==> config.mk <==
export PLATFORM = sky130hd
export DESIGN_NAME = bg_priority_sequencer
export DESIGN_NICKNAME = d
export VERILOG_FILES = /design/src/rtl/bg_priority_sequencer.sv
export SDC_FILE = /design/constraint.sdc
export NUM_CORES = 1
export LEC_CHECK = 0
export ABC_AREA = 1
export CELL_PAD_IN_SITES_DETAIL_PLACEMENT = 0
export CELL_PAD_IN_SITES_GLOBAL_PLACEMENT = 1
export CORE_ASPECT_RATIO = 0.8
export CORE_UTILIZATION = 23
export DETAILED_ROUTE_END_ITERATION = 16
export PLACE_DENSITY_LB_ADDON = 0.1
export SLEW_MARGIN = 10
export SYNTH_ARGS = -nofsm -noshare
export SYNTH_HDL_FRONTEND = slang
export SYNTH_SLANG_ARGS = --single-unit
==> constraint.sdc <==
create_clock -name clock -period 3.1 [get_ports clock]
set_clock_uncertainty 0.1 [all_clocks]
set_input_delay 0.465 -clock clock [delete_from_list [all_inputs] [get_ports clock]]
set_output_delay 0.465 -clock clock [all_outputs]
set_load 0.1 [all_outputs]
==> src/rtl/bg_priority_sequencer.sv <==
// Per-pixel BG layer resolver: scans enabled layers in priority order via a 4:1 mux.
// Define BG_SEQ_EARLY_EXIT_EN to stop scanning at the first opaque pixel.
module bg_priority_sequencer #(
    parameter int WIDTH      = 16,
    parameter int OPAQUE_BIT = 15,
    parameter int COLOR_W    = 15
) (
    input  logic               clock,
    input  logic               reset,
    input  logic               in_valid,
    output logic               in_ready,
    input  logic [3:0]         bg_enable,
    input  logic [7:0]         bg_prio,
    input  logic [COLOR_W-1:0] backdrop,
    output logic [1:0]         mux_sel,
    input  logic [WIDTH-1:0]   mux_y,
    output logic               pix_valid,
    input  logic               pix_ready,
    output logic [COLOR_W-1:0] pix_color,
    output logic [2:0]         pix_layer
);

    typedef enum logic [1:0] {IDLE, SCAN, OUT} state_t;

    state_t state, state_nx;

    logic [3:0][1:0]     rank;
    logic [3:0][1:0]     order_c;
    logic [3:0][1:0]     order_q;
    logic [2:0]          n_c;
    logic [2:0]          n_q;
    logic [1:0]          idx;
    logic [1:0]          sel_q;
    logic [1:0]          cur;
    logic [COLOR_W-1:0]  bd_q;
    logic                found;
    logic                hit;
    logic                last;
    logic                done;
    logic                accept;

    // Rank of layer i = enabled layers that beat it (lower prio, or equal prio and lower index)
    always_comb begin
        rank = '0;
        for (int i = 0; i < 4; i++) begin
            for (int j = 0; j < 4; j++) begin
                if (bg_enable[j] &&
                    ((bg_prio[2*j +: 2] < bg_prio[2*i +: 2]) ||
                     ((bg_prio[2*j +: 2] == bg_prio[2*i +: 2]) && (j < i))))
                    rank[i] = rank[i] + 2'd1;
            end
        end
    end

    always_comb begin
        order_c = '0;
        n_c     = '0;
        for (int i = 0; i < 4; i++) begin
            if (bg_enable[i]) begin
                order_c[rank[i]] = 2'(i);
                n_c = n_c + 3'd1;
            end
        end
    end

    assign accept = in_valid && (state == IDLE);
    assign cur    = order_q[idx];
    assign hit    = mux_y[OPAQUE_BIT];
    assign last   = ({1'b0, idx} == (n_q - 3'd1));

`ifdef BG_SEQ_EARLY_EXIT_EN
    assign done = hit || last;
`else
    assign done = last;
`endif

    always_ff @(posedge clock) begin
        if (reset) state <= IDLE;
        else       state <= state_nx;
    end

    always_comb begin
        state_nx = state;
        unique case (state)
            IDLE: if (accept) state_nx = (n_c == 3'd0) ? OUT : SCAN;
            SCAN: if (done) state_nx = OUT;
            OUT:  if (pix_ready) state_nx = IDLE;
            default: state_nx = IDLE;
        endcase
    end

    always_comb begin
        in_ready  = (state == IDLE);
        pix_valid = (state == OUT);
        mux_sel   = (state == SCAN) ? cur : sel_q;
    end

    always_ff @(posedge clock) begin
        if (reset) begin
            order_q   <= '0;
            n_q       <= '0;
            bd_q      <= '0;
            idx       <= '0;
            sel_q     <= '0;
            found     <= 1'b0;
            pix_color <= '0;
            pix_layer <= '0;
        end else if (accept) begin
            order_q <= order_c;
            n_q     <= n_c;
            bd_q    <= backdrop;
            idx     <= '0;
            found   <= 1'b0;
            if (n_c == 3'd0) begin
                pix_color <= backdrop;
                pix_layer <= 3'd4;
            end
        end else if (state == SCAN) begin
            sel_q <= cur;
            if (!done) idx <= idx + 2'd1;
            // First hit wins; later hits in a full scan are ignored
            if (hit && !found) begin
                found     <= 1'b1;
                pix_color <= mux_y[COLOR_W-1:0];
                pix_layer <= {1'b0, cur};
            end else if (last && !found) begin
                pix_color <= bd_q;
                pix_layer <= 3'd4;
            end
        end
    end

endmodule

==> impl_results.md, run 1 <==
* Met3 Resource Use GR at 0.0263
* Worst Path Required at 3.18 ns
* Sequential share of the synthesized area at 0.313
* Final hold slack at 0.347 ns
* Met2 global-route usage at 0.193
* Post-CTS Hold Buffers at 0
* Clock Path Buffers at 2
* Crit Path Max Fanout at 11
* Fin nets at approximately 650
* Worst-skew pair later-pin latency at 0.29 ns
* Routability cong. at roughly 0.72
* Detailed Place HPWL at 7540 um
* Final critical-path required period at between 2 and 3 ns
* Most frequent cells in the layout: 166 x nand2_1, 67 x inv_1, 56 x a21oi_1
* Number of vias in the routed layout at 3,212
* Clock-pin slew on the worst setup and hold paths at ~0.060 ns
* Ant diodes at 0
* Post-synth EDFFs at 0
* First DRT Iteration DRCs at around 160
* Yosys cell types at 36
* Crit start category: input port
* Slew Limit Fails at 0
* Worst reg2reg setup slack at 0.95 ns
* Static Leak at about 2.1 nW
* Peak supply drop at between 200 and 300 uV
* Largest net degree at the start of global routing at 32
* Drt drc at 0
* Worst slew pin tran at 0.913 ns
* Commonest non-fill, non-tap cell in the layout: nand2_1
* Crit Reg-Reg Endpoint: pix_layer[1]
* Status: complete, no violations
* Post-synth ARST share at 0
* Antenna Nets Post-Route at 0
* PostCTS Resize Cnt at 0
* R2R cell count at 11
* Die span in x at 135 um
* Slew headroom at 0.391
* Global-route usage over all layers at 0.138
* Final WS setup at between 0.2 and 0.3 ns
* Crit path to: pix_color[11]
* Arrival @ worst endpoint at 2.91 ns
* Initial antenna violation count at 0
* Number of global-route vias before repair at 2,999
* Initial core utilization at 0.238
* GRT met1 Usage at 0.213
* Hold Path Class: reg -> reg
* Unrepaired setup endpoints after global routing: no
* DR WL/cell at ~13 um
* Post-CTS setup buffer count at 0
* Crit share post-route at 0.912
* Syn nets at approximately 580
* R2r startpoint: n_q[0]
* Initial DRT Pass Iterations at 4
* Remaining Overflow, GRT at 0
* DR vias/cell at between 4 and 5
* Main flop type after synthesis: dfxtp_1
* Die Y at 108 um
* PD cells at 654 nW/um^2
* Crit end category: register
* Share of layout cells above drive strength 1 at 0.100
* Die area at 14,600 um^2
* # setup viols final at 0
* # clock sinks at 51
* Worst slack after detailed placement at -0.0527 ns
* Yosys warning count at 0
* Core footprint at about 14,000 um^2
* Seq cells post-synth at 51
* CTS Buf Count at 5
* Total power at 2.80 mW
* Row cnt at 38
* Final count of hold timing violations at 0
* Routed WL at 9630 um
* Port Buffer Count at 68
* Max cap viols at 0
* Root Driver: clkbuf_16
* Global-route wire length before repair at 15,500 um
* Gr busiest metal: met1
* Io pins at 69
* Area Overhead vs Synth at 31.4%
* Post-Syn Area at around 3300 um^2
* Crit path kind: in -> reg
* Post-synthesis cell count at 507
* H-tree depth at 2
* Highest Clock Rate at between 300 and 400 MHz
* Crit path launch: bg_enable[0]
* TritonCTS clock tree: built
* Avg Cell Area, Syn at 6.43 um^2
[cell type report]
type | count | area (um^2)
clock buffers | 6 | 129
multi-input cells | 371 | 1840
inverters | 69 | 262
flip-flops and latches | 51 | 1020
fillers | 1527 | 9410
well taps | 180 | 225
clock inverters | 2 | 60.1
repair buffers | 80 | 741
[synthesized netlist by cell type (2+ instances only)]
cell	instances	area share
a21oi_1	56	0.086
buf_2	3	0.0046
buf_4	3	0.0069
buf_6	3	0.010
buf_8	2	0.0092
clkbuf_1	2	0.0023
dfxtp_1	51	0.31
ha_1	22	0.084
inv_1	67	0.077
nand2_1	166	0.19
nand2_2	4	0.0077
nand2_4	3	0.010
nand3_1	29	0.045
nand4_1	3	0.0058
nor2_1	49	0.056
nor2_2	2	0.0038
nor3_1	2	0.0031
o21ai_0	14	0.022
o21ai_1	2	0.0031
o22ai_1	5	0.0096
or2_2	2	0.0038
xnor2_1	2	0.0054
xor2_1	2	0.0054
[cells by family (layout without fill, tap and decap cells)]
logic type | Yosys count | count (layout) | synth area share
and+or+nand+nor | 265 | 265 | 0.343
buffers and inverters | 85 | 157 | 0.121
AOI/OAI and AO/OA | 80 | 80 | 0.128
DFF | 51 | 51 | 0.313
adders and majority gates | 22 | 22 | 0.0845
xor gates and xnor gates | 4 | 4 | 0.0108
[worst max-delay path, cell delays in order]
cell and delay, ns:
clkdlybuf4s50_1 0.48, inv_1 0.07, ha_1 0.33, or2_4 0.25
nand2_4 0.06, inv_1 0.05, ha_1 0.29, o21ai_1 0.26
nand3_4 0.12, nand2_4 0.15, buf_12 0.14, nand3_1 0.07
nand2_1 0.10, nor2_1 0.05
[worst min-delay path by stage]
stage / from / end / slack [ns] / depth (start not counted)
2_1_floorplan: bd_q[0] / bd_q[0] / 0.32 / 2
3_3_place_gp: bd_q[14] / bd_q[14] / 0.33 / 2
3_5_place_dp: bd_q[0] / bd_q[0] / 0.34 / 2
4_1_cts: bd_q[0] / bd_q[0] / 0.35 / 2
5_1_grt: bd_q[3] / bd_q[3] / 0.37 / 2
6_report: bd_q[12] / bd_q[12] / 0.35 / 2
[metrics by stage]
stage	TNS [ns]	instance area, um^2	instances	utilization
final	0	4280	759	0.313
after global routing	0	4280	759	0.313
after CTS	0	4280	759	0.313
after detailed placement	-0.448	4090	751	0.299
after global placement	0	4090	751	0.299
after floorplan	0	3260	507	-
[sequential cells by signal, summed over array words and instances (netlist names)]
name,flops
bd_q,15
found,1
idx,2
n_q,3
order_q,8
pix_color,15
pix_layer,3
sel_q,2
state,2
[power breakdown]
| part | switching (mW) | internal [mW] | leakage, nW |
|---|---|---|---|
| Combinational | 0.904 | 0.357 | 1.57 |
| Sequential | 0.0636 | 0.759 | 0.419 |
| Clock | 0.252 | 0.463 | 0.0911 |
[routing by layer]
layer  vias to the layer above  wire length [um]
li1                       1738                 -
met4                         0                57
met3                         4               388
met5                         -                 0
met1                      1419              5540
met2                        51              3640
(Power assumes the default switching activity.)
==> inputs of run 2 (changes only) <==
Settings changed: CORE_MARGIN from default to 4, HOLD_SLACK_MARGIN from default to 0.05.
==> run 2 against run 1 <==
  * Total power fell by 6.9%
  * Critical path type unchanged
  * Register-to-register slack got worse by 0.02 ns
  * Worst setup slack gained 0.028 ns
  * Largest cell class unchanged
  * Highest routed layer unchanged
==> impl_results.md, run 2 (same netlist as run 1, synthesis figures left out) <==
* Clock-pin slew on the worst setup and hold paths at 0.07 ns (about the same)
* Seq pwr share at 0.315 (+0.021)
* Status: complete, no violations
* Number of global-route vias before repair at 3,103 (+3.5%)
* DR WL/cell at 12.6 um (-0.34%)
* H-tree depth at 2 (unchanged)
* Commonest non-fill, non-tap cell in the layout: nand2_1
* Hold path cells at 2 (unchanged)
* Net Sw Power at 1.20 mW (-1.5%)
* Detailed Place HPWL at 7500 um (-0.55%)
* Slowest stage delay, CP at 0.47 ns (about the same)
* Final count of hold timing violations at 0 (unchanged)
* Total power at 2.61 mW (-6.9%)
* Worst-skew pair later-pin latency at 0.29 ns (about the same)
* Gr busiest metal: met1
* Worst path slowest cell: clkdlybuf4s50_1
* CTS Buf Count at 5 (unchanged)
* Row cnt at 38 (unchanged)
* Die area at 16,100 um^2 (+10%)
* Drt drc at 0 (unchanged)
* Io pins at 69 (unchanged)
* Switching share of power at 0.461 (+0.0252)
* Unrepaired setup endpoints after global routing: no
* Initial antenna violation count at 0 (unchanged)
* Max cap viols at 0 (unchanged)
* Post-layout instance count excluding filler cells at 757 (-0.26%)
* Crit start category: input port
* Global-route usage over all layers at 0.119 (-0.0187)
* Initial core utilization at 0.238 (unchanged)
* Global-route wire length before repair at 15,600 um (+0.76%)
* Filler cell count at 1,520 (-0.46%)
* Logic pwr share at 0.479 (+0.028)
* Worst slew pin tran at 0.662 ns (-0.251 ns)
* First DRT Iteration DRCs at 152 (-3.2%)
* Most frequent cells in the layout: 166 x nand2_1, 67 x inv_1, 56 x a21oi_1
* Share of layout cells above drive strength 1 at 0.0971 (-0.00312)
* Crit share post-route at 0.902 (-0.00915)
* PD cells at 619 nW/um^2 (-5.3%)
* Routed WL at 9570 um (-0.60%)
* Die Y at 114 um (+5.5%)
* Post-CTS Hold Buffers at 0 (unchanged)
* Crit end category: register
* Area Overhead vs Synth at 29.1%
* Largest net degree at the start of global routing at 32 (unchanged)
* Core footprint at 13,700 um^2 (unchanged)
* Post-Place Cells at 749 (-0.27%)
* Crit Path Max Fanout at 22 (+11)
* GRT met1 Usage at 0.185 (-0.0289)
* Worst reg2reg setup slack at 0.93 ns (-0.02 ns)
* Slew headroom at 0.558 (+0.168)
* Final critical-path required period at 2.80 ns (-0.0284 ns)
* PostCTS Resize Cnt at 0 (unchanged)
* Post-CTS setup buffer count at 0 (unchanged)
* Crit Reg-Reg Endpoint: pix_layer[1]
* Antenna Nets Post-Route at 0 (unchanged)
* TritonCTS clock tree: built
* DR vias/cell at 4.25 (+0.36%)
* Highest Clock Rate at 357 MHz (+1.0%)
* Clock power share at 0.207 (-0.049)
* Met3 Resource Use GR at 0.0251 (-0.00120)
* Initial DRT Pass Iterations at 4 (unchanged)
* Crit path kind: in -> reg
* Ant diodes at 0 (unchanged)
* Critical Path, Cell by Cell: clkdlybuf4s50_1 -> inv_1 -> ha_1 -> or2_4 -> nand2_4 -> inv_1 -> ha_1 -> o21ai_1 -> nand3_4 -> nand2_4 -> buf_12 -> nand3_1 -> nand2_1 -> nor2_1
* Hold Path Class: reg -> reg
* Slew Limit Fails at 0 (unchanged)
* Fin nets at 645 (-0.31%)
* Final WS setup at 0.302 ns (+0.0284 ns)
* Worst hold endpoint: bd_q[0]
* Hold Path Origin: bd_q[0]
* R2R cell count at 11 (unchanged)
* Biggest registers after layout: bd_q x15, pix_color x15, order_q x8
* Crit-path leading delay family: simple AND/OR/NAND/NOR gates
* Peak supply drop at 292 uV (+9.6%)
* Root Driver: clkbuf_16
* Worst slack after detailed placement at -0.0235 ns (+0.0292 ns)
* Number of vias in the routed layout at 3,215 (+0.093%)
* Die span in x at 141 um (+4.4%)
* # clock sinks at 51 (unchanged)
* Static Leak at 2.04 nW (-1.9%)
* Internal power at 1.40 mW (-11%)
* Clock Path Buffers at 2 (unchanged)
* Arrival @ worst endpoint at 2.88 ns (-0.03 ns)
* Remaining Overflow, GRT at 0 (unchanged)
* Worst Path Required at 3.18 ns (about the same)
* # setup viols final at 0 (unchanged)
* Met2 global-route usage at 0.170 (-0.0225)
* Port Buffer Count at 68 (unchanged)
* Final Util at 0.307 (-0.00548)
* CP Buf/Inv Count at 4 (unchanged)
* Routability cong. at 0.751 (+4.2%)
* R2r startpoint: n_q[0]
-- run 2: cell count changes in the layout (fill, tap and decap cells not counted), sizes merged --
cell / previous run / this run
buf: 34 / 32
clkinvlp: 0 / 1
bufinv: 2 / 0
clkinv: 0 / 1
-- run 2: final cells by class --
type / count / area [um^2] / area share
Clock inverter: 2 / 12.5 / 0.00297
Timing Repair Buffer: 78 / 713 / 0.170
Multi-Input combinational cell: 371 / 1840 / 0.438
Inverter: 69 / 262 / 0.0622
Tap cell: 180 / 225 / 0.0535
Clock buffer: 6 / 129 / 0.0306
Sequential cell: 51 / 1020 / 0.243
-- run 2: worst max path at each step --
| stage | from | endpoint | slack [ns] | cells after the start |
|---|---|---|---|---|
| floorplan | idx[0] | mux_sel[0] | 0.36 | 5 |
| global placement | bg_enable[0] | pix_color[13] | 0.02 | 14 |
| detailed placement | bg_enable[0] | pix_color[10] | -0.02 | 14 |
| CTS | bg_enable[0] | pix_color[10] | 0.28 | 14 |
| global route | bg_enable[0] | pix_color[9] | 0.08 | 14 |
| finish | bg_enable[0] | pix_color[10] | 0.30 | 14 |
-- run 2: layer usage --
metal / share of wire / routed length, um / up-vias
li1: - / - / 1733
met1: 0.56 / 5340 / 1416
met2: 0.39 / 3780 / 64
met3: 0.044 / 423 / 2
met4: 0.0030 / 29 / 0
met5: 0 / 0 / -
-- run 2: tightest hold or removal path, cell delays in order, from the launching register on --
cell	delay, ns
dfxtp_1	0.31
nand2_1	0.06
nand2_1	0.04
-- run 2: power by group through the flow --
stage	Sequential [mW]	Clock, mW	Combinational [mW]
after floorplan	1.17	0	0.616
after global placement	0.837	0	1.25
after detailed placement	0.835	0	1.25
after CTS	0.820	0.565	1.26
after global routing	0.830	0.579	1.36
final	0.820	0.538	1.25
-- run 2: through the flow --
step	instance area, um^2	hold slack (ns)	setup TNS, ns
CTS	4210	0.349	0
finish	4210	0.347	0
detailed placement	4070	0.335	-0.0305
global placement	4070	0.329	0
floorplan	3260	0.319	0
global route	4210	0.362	0
==> inputs of run 3 (changes only) <==
Clock period 3.1 ns to 2.4 ns, I/O delays scaled along.
==> run 3 against run 2 <==
  * Flip-flop and latch count is the same
  * Combinational power grew 46%
  * Final cell count grew 5.0%
  * Clock-buffer cell count shrank 1
  * Via count grew 3.7%
  * Final area grew 13%
  * Register-to-register slack lost 0.45 ns
  * Non-clock buffer count grew 38
  * Worst setup slack lost 0.19 ns
  * Die area is the same
  * First-iteration DRC count shrank 13%
  * Total power grew 46%
  * Critical endpoint is now pix_color[3]
==> impl_results.md, run 3 (same netlist as run 1, synthesis figures left out) <==
* Filler cell count at 1,444 (-5.0%)
* Arrival @ worst endpoint at 2.38 ns (-0.50 ns)
* Initial DRT Pass Iterations at 4 (unchanged)
* Clock-pin slew on the worst setup and hold paths at 0.07 ns (about the same)
* Crit Reg-Reg Endpoint: pix_color[14]
* Slowest stage delay, CP at 0.26 ns (-0.21 ns)
* Number of vias in the routed layout at 3,333 (+3.7%)
* Logic pwr share at 0.478 (about the same)
* Die area at 16,100 um^2 (unchanged)
* Post-layout instance count excluding filler cells at 795 (+5.0%)
* Worst-skew pair later-pin latency at 0.29 ns (about the same)
* Unrepaired setup endpoints after global routing: yes
* First DRT Iteration DRCs at 133 (-13%)
* R2R cell count at 11 (unchanged)
* Port Buffer Count at 68 (unchanged)
* Most frequent cells in the layout: 161 x nand2_1, 64 x inv_1, 62 x buf_4
* Antenna Nets Post-Route at 0 (unchanged)
* Static Leak at 2.33 nW (+14%)
* Detailed Place HPWL at 7610 um (+1.5%)
* Final critical-path required period at 2.28 ns
* Net Sw Power at 1.62 mW (+35%)
* Area of the multi-input gates at 1970 um^2 (+6.8%)
* Number of global-route vias before repair at 3,328 (+7.3%)
* Internal power at 2.19 mW (+56%)
* Io pins at 69 (unchanged)
* Crit Path Max Fanout at 7 (-68%)
* Worst Path Required at 2.49 ns (-0.69 ns)
* Clock Path Buffers at 2 (unchanged)
* Area Overhead vs Synth at 46.5%
* # clock sinks at 51 (unchanged)
* Max cap viols at 0 (unchanged)
* PD cells at 798 nW/um^2 (+29%)
* Metal2 WL at 4010 um (+6.2%)
* Hold path cells at 2 (unchanged)
* CP Buf/Inv Count at 4 (unchanged)
* Peak supply drop at 404 uV (+38%)
* WL met1 at 5460 um (+2.3%)
* Switching share of power at 0.425 (-0.0355)
* Worst reg2reg setup slack at 0.48 ns (-0.45 ns)
* CTS Buf Count at 5 (unchanged)
* Largest net degree at the start of global routing at 31 (-3.1%)
* Worst hold endpoint: bd_q[0]
* Status: complete, no violations
* DR WL/cell at 12.4 um (-1.9%)
* DR vias/cell at 4.19 (-1.3%)
* Post-Place Cells at 776 (+3.6%)
* Crit start category: input port
* Initial core utilization at 0.238 (unchanged)
* Crit share post-route at 0.952
* Remaining Overflow, GRT at 0 (unchanged)
* Final hold slack at 0.347 ns (+0.0000670 ns)
* Worst path slowest cell: dlygate4sd2_1
* Clock power share at 0.244 (+0.037)
* Global-route usage over all layers at 0.127 (+0.00773)
* Hold Path Class: reg -> reg
* Fin nets at 683 (+5.9%)
* Final count of hold timing violations at 0 (unchanged)
* Initial antenna violation count at 0 (unchanged)
* WL met3 at 318 um (-25%)
* R2r startpoint: n_q[0]
* Worst slew pin tran at 0.394 ns (-0.268 ns)
* Die span in x at 141 um (unchanged)
* Reg area at 1020 um^2 (unchanged)
* Slew headroom at 0.737 (+0.179)
* Biggest registers after layout: bd_q x15, pix_color x15, order_q x8
* Max Used Layer: met4
* Final Util at 0.349 (+0.0413)
* Routability cong. at 0.701 (-6.6%)
* Seq pwr share at 0.278 (-0.037)
* Crit-path leading delay family: simple AND/OR/NAND/NOR gates
* # setup viols final at 0 (unchanged)
* Crit path kind: in -> reg
* Crit end category: register
* Row cnt at 38 (unchanged)
* Slew Limit Fails at 0 (unchanged)
* Root Driver: clkbuf_16
* Commonest non-fill, non-tap cell in the layout: nand2_1
* Hold Path Origin: bd_q[0]
* Core footprint at 13,700 um^2 (unchanged)
* TritonCTS clock tree: built
* Ant diodes at 0 (unchanged)
* Die Y at 114 um (unchanged)
* Global-route wire length before repair at 16,500 um (+5.7%)
* Routed WL at 9860 um (+3.0%)
* H-tree depth at 2 (unchanged)
* Highest Clock Rate at 438 MHz
* Critical Path, Cell by Cell: dlygate4sd2_1 -> inv_2 -> ha_4 -> or2_4 -> nand2_4 -> inv_1 -> ha_4 -> nand2_1 -> xnor2_2 -> nand3_4 -> nand2_8 -> bufbuf_16 -> nand3_1 -> nand2_1 -> nor2_1
* Drt drc at 0 (unchanged)
* Share of layout cells above drive strength 1 at 0.193 (+0.0964)
-- run 3: cell types whose count changed in the layout (fill, tap and decap cells not counted), moves of 4 or more --
cell             before  now
buf_4                31   62
clkdlybuf4s50_1      46   41
ha_1                 22   17
ha_4                  0    5
nand2_1             166  161
nand2_2               4    9
buf_12                1    5
o21ai_1               4    0
o21ai_2               0    4
-- run 3: what timing repair did --
action | 4_1_cts | 5_1_grt
endpoints found under the hold margin | 0 | 0
cloned | 2 | 0
hold buffers | 0 | 0
buffers inserted | 5 | 4
endpoints found under the setup margin | 20 | 25
pin swaps | 4 | 12
resized for setup | 10 | 20
-- run 3: stage by stage --
stage	setup WS (ns)	power (mW)	cell area (um^2)	setup TNS, ns
floorplan	0.140	2.32	3270	0
global placement	-0.552	2.76	4310	-12.18
detailed placement	-0.615	2.78	4310	-13.56
CTS	0.0161	3.82	4650	0
global route	-0.0216	4.06	4770	-0.0491
finish	0.115	3.81	4770	0
-- run 3: worst max path at each step --
stage	startpoint	to	slack (ns)	depth (start not counted)
CTS	bg_enable[2]	pix_color[8]	0.02	12
global placement	bg_enable[0]	pix_color[8]	-0.55	14
detailed placement	bg_enable[0]	pix_color[14]	-0.62	14
finish	bg_enable[0]	pix_color[3]	0.12	15
global route	bg_prio[7]	order_q[3]	-0.02	17
floorplan	bg_enable[0]	pix_color[0]	0.14	13
-- run 3: area by class of cell --
class                   count  area share
clock buffers               5      0.0262
flip-flops and latches     51       0.214
well taps                 180      0.0472
inverters                  69      0.0548
repair buffers            116       0.231
multi-input cells         371       0.413
clock inverters             3      0.0142
-- run 3: worst reg2reg max path, cell delays in order (launching register included) --
cell	delay, ns
dfxtp_1	0.34
inv_1	0.06
ha_1	0.30
xor2_1	0.13
nand3_1	0.11
nand2_1	0.07
nand2_1	0.07
nand2_2	0.08
buf_4	0.30
nand3_1	0.12
nand2_1	0.09
nor2_1	0.05
-- run 3: layer usage --
metal,global-route usage,vias up
li1,-,1812
met1,0.191,1464
met2,0.184,51
met3,0.0251,6
met4,0.0291,0
met5,0,-
-- run 3: power by group through the flow --
stage / Sequential, mW / Combinational (mW) / Clock [mW]
floorplan: 1.52 / 0.800 / 0
global placement: 1.08 / 1.68 / 0
detailed placement: 1.08 / 1.70 / 0
CTS: 1.06 / 1.80 / 0.963
global route: 1.08 / 1.99 / 0.992
finish: 1.06 / 1.82 / 0.928
